<file path="config.mk">
export PLATFORM = sky130hd
export DESIGN_NAME = spi_flash_responder
export DESIGN_NICKNAME = d
export VERILOG_FILES = /design/src/rtl/spi_flash_responder.sv
export SDC_FILE = /design/constraint.sdc
export NUM_CORES = 1
export LEC_CHECK = 0
export ABC_AREA = 1
export BUFFER_PORTS_ARGS = -buffer_cell sky130_fd_sc_hd__buf_4
export CORE_ASPECT_RATIO = 1.1
export CORE_UTILIZATION = 65
export DETAILED_ROUTE_END_ITERATION = 8
export GPL_TIMING_DRIVEN = 1
export PLACE_DENSITY_LB_ADDON = 0.15
export SYNTH_ARGS = -nofsm -noshare
export SYNTH_HDL_FRONTEND = slang
export SYNTH_SLANG_ARGS = --single-unit
</file>
<file path="constraint.sdc">
create_clock -name clk_in1 -period 2.6 [get_ports clk_in1]
set_input_delay 0.52 -clock clk_in1 [delete_from_list [all_inputs] [get_ports clk_in1]]
set_output_delay 0.52 -clock clk_in1 [all_outputs]
set_load 0.02 [all_outputs]
</file>
<file path="src/rtl/spi_flash_responder.sv">
// SPI mode-0 serial-flash responder: oversampled SPI front end, 25-series command
// subset (WREN/WRDI/RDSR/RDID/READ/PP) and a byte-wide external memory port.
module spi_flash_responder #(
  parameter int unsigned ADDR_W      = 16,
  parameter logic [23:0] JEDEC_ID    = 24'hEF4016,
  parameter int unsigned BUSY_CYCLES = 1000
) (
  input  logic              clk_in1,
  input  logic              reset_n,
  input  logic              spi_sck,
  input  logic              spi_cs_n,
  input  logic              spi_mosi,
  output logic              spi_miso,
  output logic              spi_miso_oe,
  output logic [ADDR_W-1:0] mem_addr,
  output logic              mem_we,
  output logic [7:0]        mem_wdata,
  input  logic [7:0]        mem_rdata,
  output logic              wip
);

  localparam int unsigned BW = (BUSY_CYCLES < 2) ? 1 : $clog2(BUSY_CYCLES + 1);

  typedef enum logic [2:0] {
    IDLE, CMD, ADDR, RD_OUT, ID_OUT, SR_OUT, PROG_IN, IGNORE
  } state_t;

  state_t            state;
  logic [1:0]        sck_sync, cs_sync, mosi_sync;
  logic              sck_d, cs_d;
  logic              sck_rise, sck_fall, cs_fall, cs_rise, mosi_s, cs_n_s;
  logic [4:0]        bit_cnt;
  logic [2:0]        out_bit;
  logic [6:0]        shift_in;
  logic [ADDR_W-2:0] addr_sr;
  logic [6:0]        shift_out;
  logic [7:0]        rd_buf;
  logic [1:0]        rd_lat;
  logic [1:0]        id_idx;
  logic              is_read, wel, prog_any;
  logic [BW-1:0]     busy_cnt;
  logic [7:0]        rx_byte, tx_byte;
  logic [ADDR_W-1:0] addr_full;
  logic              out_state;

  assign sck_rise  = sck_sync[1] & ~sck_d;
  assign sck_fall  = ~sck_sync[1] & sck_d;
  assign cs_n_s    = cs_sync[1];
  assign cs_fall   = cs_d & ~cs_n_s;
  assign cs_rise   = ~cs_d & cs_n_s;
  assign mosi_s    = mosi_sync[1];
  assign out_state = (state == RD_OUT) || (state == ID_OUT) || (state == SR_OUT);

  always_comb begin
    rx_byte   = {shift_in, mosi_s};
    addr_full = {addr_sr, mosi_s};
    tx_byte   = 8'hFF;
    case (state)
      RD_OUT: tx_byte = rd_buf;
      SR_OUT: tx_byte = {6'b0, wel, wip};
      ID_OUT: begin
        case (id_idx)
          2'd0: tx_byte = JEDEC_ID[23:16];
          2'd1: tx_byte = JEDEC_ID[15:8];
          2'd2: tx_byte = JEDEC_ID[7:0];
          2'd3: tx_byte = 8'hFF;
        endcase
      end
      default: tx_byte = 8'hFF;
    endcase
  end

  always_ff @(posedge clk_in1 or negedge reset_n) begin
    if (!reset_n) begin
      state       <= IDLE;
      sck_sync    <= '0;
      cs_sync     <= '1;
      mosi_sync   <= '0;
      sck_d       <= 1'b0;
      cs_d        <= 1'b1;
      bit_cnt     <= '0;
      out_bit     <= '0;
      shift_in    <= '0;
      addr_sr     <= '0;
      shift_out   <= '0;
      rd_buf      <= '0;
      rd_lat      <= '0;
      id_idx      <= '0;
      is_read     <= 1'b0;
      wel         <= 1'b0;
      prog_any    <= 1'b0;
      busy_cnt    <= '0;
      spi_miso    <= 1'b0;
      spi_miso_oe <= 1'b0;
      mem_addr    <= '0;
      mem_we      <= 1'b0;
      mem_wdata   <= '0;
      wip         <= 1'b0;
    end else begin
      sck_sync  <= {sck_sync[0], spi_sck};
      cs_sync   <= {cs_sync[0], spi_cs_n};
      mosi_sync <= {mosi_sync[0], spi_mosi};
      sck_d     <= sck_sync[1];
      cs_d      <= cs_n_s;
      mem_we    <= 1'b0;

      // Registered memory: data for an address change lands two edges later.
      rd_lat <= {rd_lat[0], 1'b0};
      if (rd_lat[1]) rd_buf <= mem_rdata;

      // Page-local increment runs the cycle after the strobe so the write sees the old address.
      if (mem_we) mem_addr[7:0] <= mem_addr[7:0] + 8'd1;

      if (busy_cnt != '0) busy_cnt <= busy_cnt - BW'(1);
      if (busy_cnt <= BW'(1)) wip <= 1'b0;

      if (cs_n_s) begin
        state       <= IDLE;
        spi_miso_oe <= 1'b0;
        bit_cnt     <= '0;
        out_bit     <= '0;
        prog_any    <= 1'b0;
        if (cs_rise && prog_any) begin
          wel      <= 1'b0;
          wip      <= 1'b1;
          busy_cnt <= BW'(BUSY_CYCLES);
        end
      end else begin
        if (sck_fall && out_state) begin
          spi_miso_oe <= 1'b1;
          out_bit     <= out_bit + 3'd1;
          if (out_bit == 3'd0) begin
            spi_miso  <= tx_byte[7];
            shift_out <= tx_byte[6:0];
            if (state == ID_OUT && id_idx != 2'd3) id_idx <= id_idx + 2'd1;
          end else begin
            spi_miso  <= shift_out[6];
            shift_out <= {shift_out[5:0], 1'b0};
          end
        end

        case (state)
          IDLE: if (cs_fall) begin
            state   <= CMD;
            bit_cnt <= '0;
          end
          CMD: if (sck_rise) begin
            shift_in <= {shift_in[5:0], mosi_s};
            bit_cnt  <= bit_cnt + 5'd1;
            if (bit_cnt == 5'd7) begin
              bit_cnt <= '0;
              out_bit <= '0;
              id_idx  <= '0;
              is_read <= (rx_byte == 8'h03);
              state   <= IGNORE;
              if (rx_byte == 8'h05) begin
                state <= SR_OUT;
              end else if (!wip) begin
                case (rx_byte)
                  8'h06:        wel   <= 1'b1;
                  8'h04:        wel   <= 1'b0;
                  8'h9F:        state <= ID_OUT;
                  8'h03, 8'h02: state <= ADDR;
                  default:      ;
                endcase
              end
            end
          end
          ADDR: if (sck_rise) begin
            addr_sr <= addr_full[ADDR_W-2:0];
            bit_cnt <= bit_cnt + 5'd1;
            if (bit_cnt == 5'd23) begin
              bit_cnt  <= '0;
              mem_addr <= addr_full;
              if (is_read) begin
                state  <= RD_OUT;
                rd_lat <= {rd_lat[0], 1'b1};
              end else if (wel) begin
                state <= PROG_IN;
              end else begin
                state <= IGNORE;
              end
            end
          end
          RD_OUT: if (sck_rise) begin
            bit_cnt <= {2'b00, bit_cnt[2:0] + 3'd1};
            if (bit_cnt[2:0] == 3'd7) begin
              mem_addr <= mem_addr + ADDR_W'(1);
              rd_lat   <= {rd_lat[0], 1'b1};
            end
          end
          PROG_IN: if (sck_rise) begin
            shift_in <= {shift_in[5:0], mosi_s};
            bit_cnt  <= {2'b00, bit_cnt[2:0] + 3'd1};
            if (bit_cnt[2:0] == 3'd7) begin
              mem_we    <= 1'b1;
              mem_wdata <= rx_byte;
              prog_any  <= 1'b1;
            end
          end
          default: ;
        endcase
      end
    end
  end

endmodule
</file>
==> metrics.txt, run 1 <==
All-Layer GR Usage between 20% and 30%; Hold-fix buffers, CTS 0; Startpoint Class flip-flop; first-pass GRT wire length 20.2 mm; DRC errors left 0; most common cell after layout, fill and taps aside nand2_1; Final Cycle Share 79.1%; Final HPWL DP between 8 and 9 mm; H-tree depth 3; Layout area overhead 10.7%; Fin. Hold Viols 0; wire per inst 13.7 um; Filler Cell Count 631; Worst Skew roughly 0.015 ns; CTS Buffer Depth 2; CP Capture Type flip-flop; Placer Congestion 0.925; RSZ-0062 raised after global routing no; synthesized area per cell 7.70 um^2; Synth Instances 706; most frequent cells in the layout nand2_1 (215), dfrtp_1 (98), inv_1 (80); final net count 770; core area between 7000 and 8000 um^2; worst reg2reg path startpoint cs_sync[1]; via count 4734; data arrival time of the critical path 2.33 ns; vias in the first global route 4469; Initial Utilization ~68%; initial DRC count 271; Slew Viols, Final 0; actual slew at the worst max-slew pin 0.541 ns; antenna violations before repair 0; CTS tree done; Slew Limit Headroom 63.9%; fmax 0.486 GHz; Netlist Area Pre-Place roughly 5400 um^2; CTS Buf Count 9; largest net degree at the start of global routing 50; vias per cell 5.52; synthesized flop and latch total 101; std cell rows 34; fraction of layout cells with a size suffix above 1 a little over an eighth; Seq/Total Area, Yosys between 40% and 50%; Top Ports between 40 and 50; Worst-Skew Late Latency 0.38 ns; Post-Syn Nets 731; Die X-Extent 89.2 um; Clk pin slew, worst setup/hold paths 0.10 ns; post-CTS sizing 0; Synth cell types 42; Die Footprint about 8700 um^2; chip height roughly 98 um; DR pass1 iterations 7; IO buf count 40; antenna viol nets, final 0; min Tclk post-route 2.06 ns; outcome finished, final reports clean; PD cells 643 nW/um^2; count of final setup violators 0; global-route congestion overflow total 0; critical path fanouts, max 27; Synthesis Warnings 0; Pleak between 3 and 4 nW; worst vdd ir ~0.00039 V; diode count 0; Root Buffer clkbuf_8; CP Class flip-flop to flip-flop; max cap viols 0; PnR Total Power approximately 0.0039 W; crit path from cs_sync[1]; Routed WL 11.7 mm; Post-CTS Repair Setup Buffers 0; Total Neg Setup Slack 0 ns; Hold Path Class primary input to asynchronous set/reset pin; CP required 2.87 ns; CTS sink cnt 101
sequential cells by signal, indices dropped and copies added, names as in the netlist, 2 cells and up:
signal / flops
rd_buf: 8
busy_cnt: 10
out_bit: 3
shift_out: 7
state: 3
mem_wdata: 8
id_idx: 2
sck_sync: 2
bit_cnt: 5
shift_in: 7
mosi_sync: 2
cs_sync: 2
rd_lat: 2
mem_addr: 16
addr_sr: 15
worst paths after layout:
path                                 to  slack [ns]  cells after the start
hold reg to reg              cs_sync[1]        0.37                      0
max in group asynchronous    cs_sync[1]        1.84                      2
hold / removal                rd_buf[7]        0.04                      1
setup / recovery            addr_sr[11]        0.54                      5
min in group clk_in1       mosi_sync[0]        0.25                      1
setup reg to reg            addr_sr[11]        0.54                      5
cell usage after synthesis (all sizes together):
library cell,instances,area share [%]
a21boi,2,0.28
nand3b,1,0.14
mux2,4,0.83
xnor2,2,0.32
a21oi,18,1.7
o211ai,6,0.83
nand2,220,16
nand4,6,0.69
nand3,55,5.6
a31oi,2,0.23
xor2,8,1.3
clkinv,1,0.16
mux2i,1,0.18
o22ai,5,0.58
dfstp,3,1.5
o21ai,74,7.4
dfrtp,98,45
nor3,12,1.3
inv,87,6.1
nor2,71,5.4
ha,12,2.8
o2111ai,1,0.16
or2,1,0.12
clkbuf,4,0.30
o21bai,1,0.14
buf,11,1.5
critical path: stages (launching register included):
cell	delay, ns
dfstp_2	0.75
inv_1	0.35
nand2_1	0.20
inv_1	0.09
nand2_4	0.21
mux2_2	0.36
report_power, final:
group,total (W),internal (W),switching [W]
Combinational,0.000910,0.000305,0.000605
Clock,0.00103,0.000458,0.000576
Sequential,0.00192,0.00176,0.000162
Total,0.00387,0.00252,0.00134
kinds of logic after synthesis:
logic type / share of synthesized area (%)
and+or+nand+nor: 28.8
AOI/OAI and AO/OA: 11.3
buffers and inverters: 7.99
DFF: 46.6
adders and majority gates: 2.76
xor gates and xnor gates: 1.61
muxes: 1.01
layout make-up:
class / instances / area (um^2) / share of cell area (%)
repair buffers: 43 / 335 / 5.57
flip-flops and latches: 101 / 2530 / 42.1
inverters: 88 / 338 / 5.62
clock buffers: 9 / 124 / 2.06
well taps: 108 / 135 / 2.25
clock inverters: 7 / 81.3 / 1.35
multi-input cells: 502 / 2470 / 41.1
per-layer routing:
| layer | global-route usage, % | vias to the layer above | part of all wire, % |
|---|---|---|---|
| met5 | 0 | - | 0 |
| met4 | 10.9 | 0 | 2.1 |
| met3 | 6.42 | 35 | 4.9 |
| met2 | 45.3 | 143 | 48 |
| met1 | 41.4 | 2216 | 45 |
| li1 | - | 2340 | - |
through the flow:
step                util, %  cells  setup slack [ns]  hold slack, ns  cell area, um^2
detailed placement     72.7    842             0.565           0.336             5810
global route           75.2    858             0.394          0.0577             6020
finish                 75.2    858             0.544          0.0412             6020
global placement       72.7    842             0.650           0.334             5810
floorplan                 -    706              1.04           0.224             5440
CTS                    75.2    858             0.559          0.0509             6020
No activity file was read; power rests on OpenSTA's default activity.
==> run 2, diff against run 1 <==
- CORE_UTILIZATION: 65 -> 55
- clock period: 2.6 -> 1.8 ns (I/O delays scaled with it)
==> run 2 against run 1 <==
Count of clock-buffer cells in the layout unchanged. Largest cell class unchanged. Critical path depth rose by 5. Highest routed layer unchanged. Core utilization is 9.8 points lower. Combinational power increased by 48%. Final cell count increased by 2.9%. Global-route usage decreased by 5.4 points.
==> metrics.txt, run 2 (synthesized netlist as in run 1, its figures left out) <==
outcome finished, final reports clean; max cap viols 0; count of final setup violators 0; WHS Path Cells 1; first-pass GRT wire length 20.2 mm; wire per inst 13.5 um; Final Cycle Share 94.1%; vias in the first global route 4414; Slew Viols, Final 0; Fin. Hold Viols 0; largest net degree at the start of global routing 44; fraction of layout cells with a size suffix above 1 about 16%; Startpoint Class flip-flop; Top Ports 41; chip height 106 um; CTS Buffer Depth 2; initial DRC count 246; RSZ-0062 raised after global routing yes; Worst Skew 0.0188 ns; CTS tree done; Die Footprint 10300 um^2; PD cells 906 nW/um^2; Final WS setup about 0.11 ns; hold path endpoint mosi_sync[0]; DP Worst Slack 0.0322 ns; Area after DPL 5920 um^2; top flop regs mem_addr x16, addr_sr x15, busy_cnt x10; Final HPWL DP 8.82 mm; reg2reg path depth 10; most frequent cells in the layout nand2_1 (215), dfrtp_1 (96), inv_1 (79); Min-Delay Startpoint spi_mosi; Routed WL 11.9 mm; diode count 0; worst reg2reg path startpoint bit_cnt[0]; DRC errors left 0; crit-path max cell delay approximately 0.40 ns; Initial Utilization between 50% and 60%; reg2reg setup slack 0.11 ns; Final Instance Area 6210 um^2; antenna viol nets, final 0; via count 4716; Layout area overhead 14.3%; PnR Total Power 0.00563 W; crit path max-delay cell type dfrtp_1; Largest register FFs 16; vias per cell roughly 5.3; crit-path cells ha_1, nand2_1, nor2_2, nand3_2, nor2_4, buf_4, nand2_1, o21ai_0, nand2_1, nand2_1; actual slew at the worst max-slew pin 0.472 ns; Die X-Extent 96.8 um; Worst-Skew Late Latency 0.37 ns; Hold Path Class primary input to flip-flop; Root Buffer clkbuf_8; H-tree depth 3; CP required roughly 2.1 ns; largest reg by FF count mem_addr; Placer Congestion 0.894; All-Layer GR Usage 24.1%; fmax 0.590 GHz; Clk pin slew, worst setup/hold paths ~0.10 ns; CP most frequent cell nand2_1; IO buf count 40; worst vdd ir 0.000464 V; critical path fanouts, max 5; global-route congestion overflow total 0; CTS Buf Count 9; Slew Limit Headroom just under 70%; antenna violations before repair 0; CP Class flip-flop to flip-flop; DR pass1 iterations 7; Worst Path Buf+Inv 1; data arrival time of the critical path roughly 2.0 ns; Pleak 3.13 nW; cell family with most CP delay simple AND/OR/NAND/NOR gates; CP Capture Type flip-flop; most common cell after layout, fill and taps aside nand2_1; final net count between 700 and 800; r2r endpoint mem_addr[5]; core area ~9500 um^2; Hold WS 0.0982 ns; min Tclk post-route roughly 1.7 ns; std cell rows 37; CTS sink cnt approximately 100
-- run 2: changes by cell type in the layout (fill, tap and decap cells not counted), moves of 2 or more --
| cell | before | now |
|---|---|---|
| buf_4 | 42 | 54 |
| nor3_2 | 2 | 4 |
| nor2_1 | 65 | 63 |
| nor3_1 | 10 | 8 |
| dfrtp_2 | 0 | 2 |
| dfrtp_1 | 98 | 96 |
-- run 2: per-stage QoR --
step | TNS, ns | std cells | utilization (%)
6_report | 0 | 883 | 65.5
5_1_grt | -0.111 | 883 | 65.5
4_1_cts | 0 | 879 | 64.6
3_5_place_dp | 0 | 862 | 62.3
3_3_place_gp | 0 | 862 | 62.3
2_1_floorplan | 0 | 706 | -
-- run 2: routing by layer --
metal / GRT usage, % / routed length [um] / vias up
met1: 33.3 / 5490 / 2235
met3: 4.47 / 467 / 11
met2: 40.0 / 5880 / 110
met5: 0 / 0 / -
met4: 5.01 / 90 / 0
li1: - / - / 2360
-- run 2: area by class of cell --
cell class	instances	area, um^2
Clock inverter	7	81.3
Clock buffer	9	124
Multi-Input combinational cell	503	2520
Inverter	88	338
Fill cell	803	3280
Tap cell	117	146
Sequential cell	101	2530
Timing Repair Buffer	58	467
-- run 2: worst max path at each step --
stage / start / end / slack (ns) / depth (start not counted)
after floorplan: out_bit[0] / id_idx[1] / 0.24 / 9
after global routing: bit_cnt[0] / mem_addr[7] / -0.05 / 9
after detailed placement: bit_cnt[0] / mem_addr[4] / 0.03 / 8
after global placement: bit_cnt[0] / mem_addr[4] / 0.10 / 8
final: bit_cnt[0] / mem_addr[5] / 0.11 / 10
after CTS: bit_cnt[0] / mem_addr[4] / 0.03 / 8
-- run 2: repair_timing --
item                                    in CTS  in global routing
endpoints found under the setup margin       0                 37
hold buffers                                 1                  0
gates resized for setup                      0                 14
buffers inserted                             0                  3
hold endpoints to repair                    22                  0
-- run 2: power by group --
group	switching, W	internal, W	total [W]
clock	0.000829	0.000666	0.00149
combinational	0.000879	0.000471	0.00135
sequential	0.000239	0.00255	0.00278
==> run 3, diff against run 2 <==
- BUFFER_PORTS_ARGS: -buffer_cell sky130_fd_sc_hd__buf_4 -> -buffer_cell sky130_fd_sc_hd__buf_2
==> run 3 against run 2 <==
Worst setup slack worse by 0.051 ns. First-iteration DRC count up 15%. Critical path depth down 3. Wire length up 2.6%. Count of clock-buffer cells in the layout up 4. Critical endpoint is now mem_addr[7]. Largest cell class is now multi-input combinational cells. Highest routed layer unchanged.
==> metrics.txt, run 3 (synthesized netlist as in run 1, its figures left out) <==
CP Class flip-flop to flip-flop; WHS Path Cells 1; Worst Skew 0.00978 ns; worst reg2reg path startpoint bit_cnt[0]; Sw Pwr 0.00187 W; Pleak 3.13 nW; min Tclk post-route 1.75 ns; Worst-Skew Late Latency 0.36 ns; Startpoint Class flip-flop; global-route congestion overflow total 0; All-Layer GR Usage 24.4%; reg2reg path depth 7; CTS Buffer Depth 2; final net count 789; via count 4800; IO buf count 40; CTS Buf Count 9; switching portion of total power 33.5%; fraction of layout cells with a size suffix above 1 16.3%; DP Worst Slack -0.0420 ns; fmax roughly 0.57 GHz; Min-Delay Startpoint spi_cs_n; Slew Viols, Final 0; Slew Limit Headroom 68.6%; Post-Layout Cell Count between 800 and 900; placed cells approximately 860; Layout area overhead 13.1%; std cell rows 37; Clk pin slew, worst setup/hold paths 0.09 ns; Logic pwr share between 20% and 30%; largest net degree at the start of global routing 33; PD cells 910 nW/um^2; vias in the first global route 4383; critical path fanouts, max 3; final core occ 64.8%; Final HPWL DP around 8.9 mm; count of final setup violators 0; core area 9490 um^2; hold path endpoint cs_sync[0]; outcome finished, final reports clean; antenna violations before repair 0; Final Cycle Share between 90% and 100%; first-pass GRT wire length 20.3 mm; CTS sink cnt between 100 and 150; CP required 2.09 ns; Top Ports 41; diode count 0; worst vdd ir around 0.00054 V; Routed WL ~12 mm; vias per cell 5.42; actual slew at the worst max-slew pin 0.472 ns; CP Capture Type flip-flop; r2r endpoint mem_addr[7]; Die X-Extent 96.8 um; Clk network pwr share 26.5%; crit-path cells ha_1, ha_1, nand2_1, nand2_2, a21oi_1, nand2_1, nand3_1; largest reg by FF count mem_addr; Fin. Hold Viols 0; CTS tree done; Hold Path Class primary input to flip-flop; Root Buffer clkbuf_8; Largest register FFs 16; DRC errors left 0; Final WS setup 0.0548 ns; PnR Total Power 0.00559 W; max cap viols 0; wire per inst 13.8 um; antenna viol nets, final 0; data arrival time of the critical path between 2 and 2.5 ns; initial DRC count around 280; Placer Congestion 0.870; most frequent cells in the layout nand2_1 (214), dfrtp_1 (97), inv_1 (79); chip height approximately 110 um; most common cell after layout, fill and taps aside nand2_1; crit-path max cell delay between 0.4 and 0.5 ns; Initial Utilization a little under three fifths; crit path max-delay cell type dfrtp_1; Pint approximately 0.0037 W; reg2reg setup slack 0.05 ns; H-tree depth 3; top flop regs mem_addr x16, addr_sr x15, busy_cnt x10; part of the power in registers 49.6%; Die Footprint 10300 um^2; DR pass1 iterations 5
-- run 3: cell types whose count changed in the layout (fill, tap and decap cells not counted), sizes merged --
cell      change
buf           +3
inv           -3
clkbuf        +4
clkinv        -3
clkinvlp      +2
-- run 3: per-stage QoR --
step	TNS [ns]	cell area, um^2	hold WS, ns
after floorplan	0	5440	0.0644
after global placement	0	5830	0.269
after detailed placement	-0.137	5830	0.266
after CTS	0	6050	0.0764
after global routing	-0.274	6150	0.0594
final	0	6150	0.0917
-- run 3: how the worst max path moves through the flow --
stage	from	end	slack (ns)	cells past startpoint
finish	bit_cnt[0]	mem_addr[7]	0.05	7
global route	bit_cnt[0]	mem_addr[13]	-0.08	7
CTS	bit_cnt[0]	mem_addr[14]	0.002	8
detailed placement	bit_cnt[0]	mem_addr[4]	-0.04	8
global placement	bit_cnt[0]	mem_addr[4]	0.1	8
floorplan	out_bit[0]	id_idx[1]	0.24	9
-- run 3: layout make-up --
cell class | instances | area, um^2
Clock buffer | 13 | 159
Tap cell | 117 | 146
Clock inverter | 3 | 45.0
Inverter | 88 | 340
Sequential cell | 101 | 2530
Fill cell | 842 | 3340
Multi-Input combinational cell | 503 | 2540
Timing Repair Buffer | 61 | 388
-- run 3: timing repair --
item,CTS,global route
pin swaps,0,1
hold buffers,1,0
gates cloned,0,1
endpoints found under the hold margin,18,0
endpoints found under the setup margin,6,32
buffers inserted,0,4
gates resized for setup,1,15
-- run 3: critical path: cells and delay by family, from the launching register on --
family	cells	cell delay, ns
flops	1	0.41
fa+ha+maj	2	0.49
simple gates	4	0.47
compound gates	1	0.31
-- run 3: routing by layer --
layer	vias up	share of wire, %	GRT usage [%]
li1	2381	-	-
met1	2263	44	32.5
met2	137	50	41.4
met3	19	5.3	3.62
met4	0	1.4	7.36
met5	-	0	0
-- run 3: power groups by stage --
stage	clock, W	combinational [W]	sequential, W
3_5_place_dp	0	0.00129	0.00281
2_1_floorplan	0	0.000920	0.00279
4_1_cts	0.00152	0.00129	0.00277
3_3_place_gp	0	0.00126	0.00279
6_report	0.00148	0.00134	0.00278
5_1_grt	0.00161	0.00151	0.00282
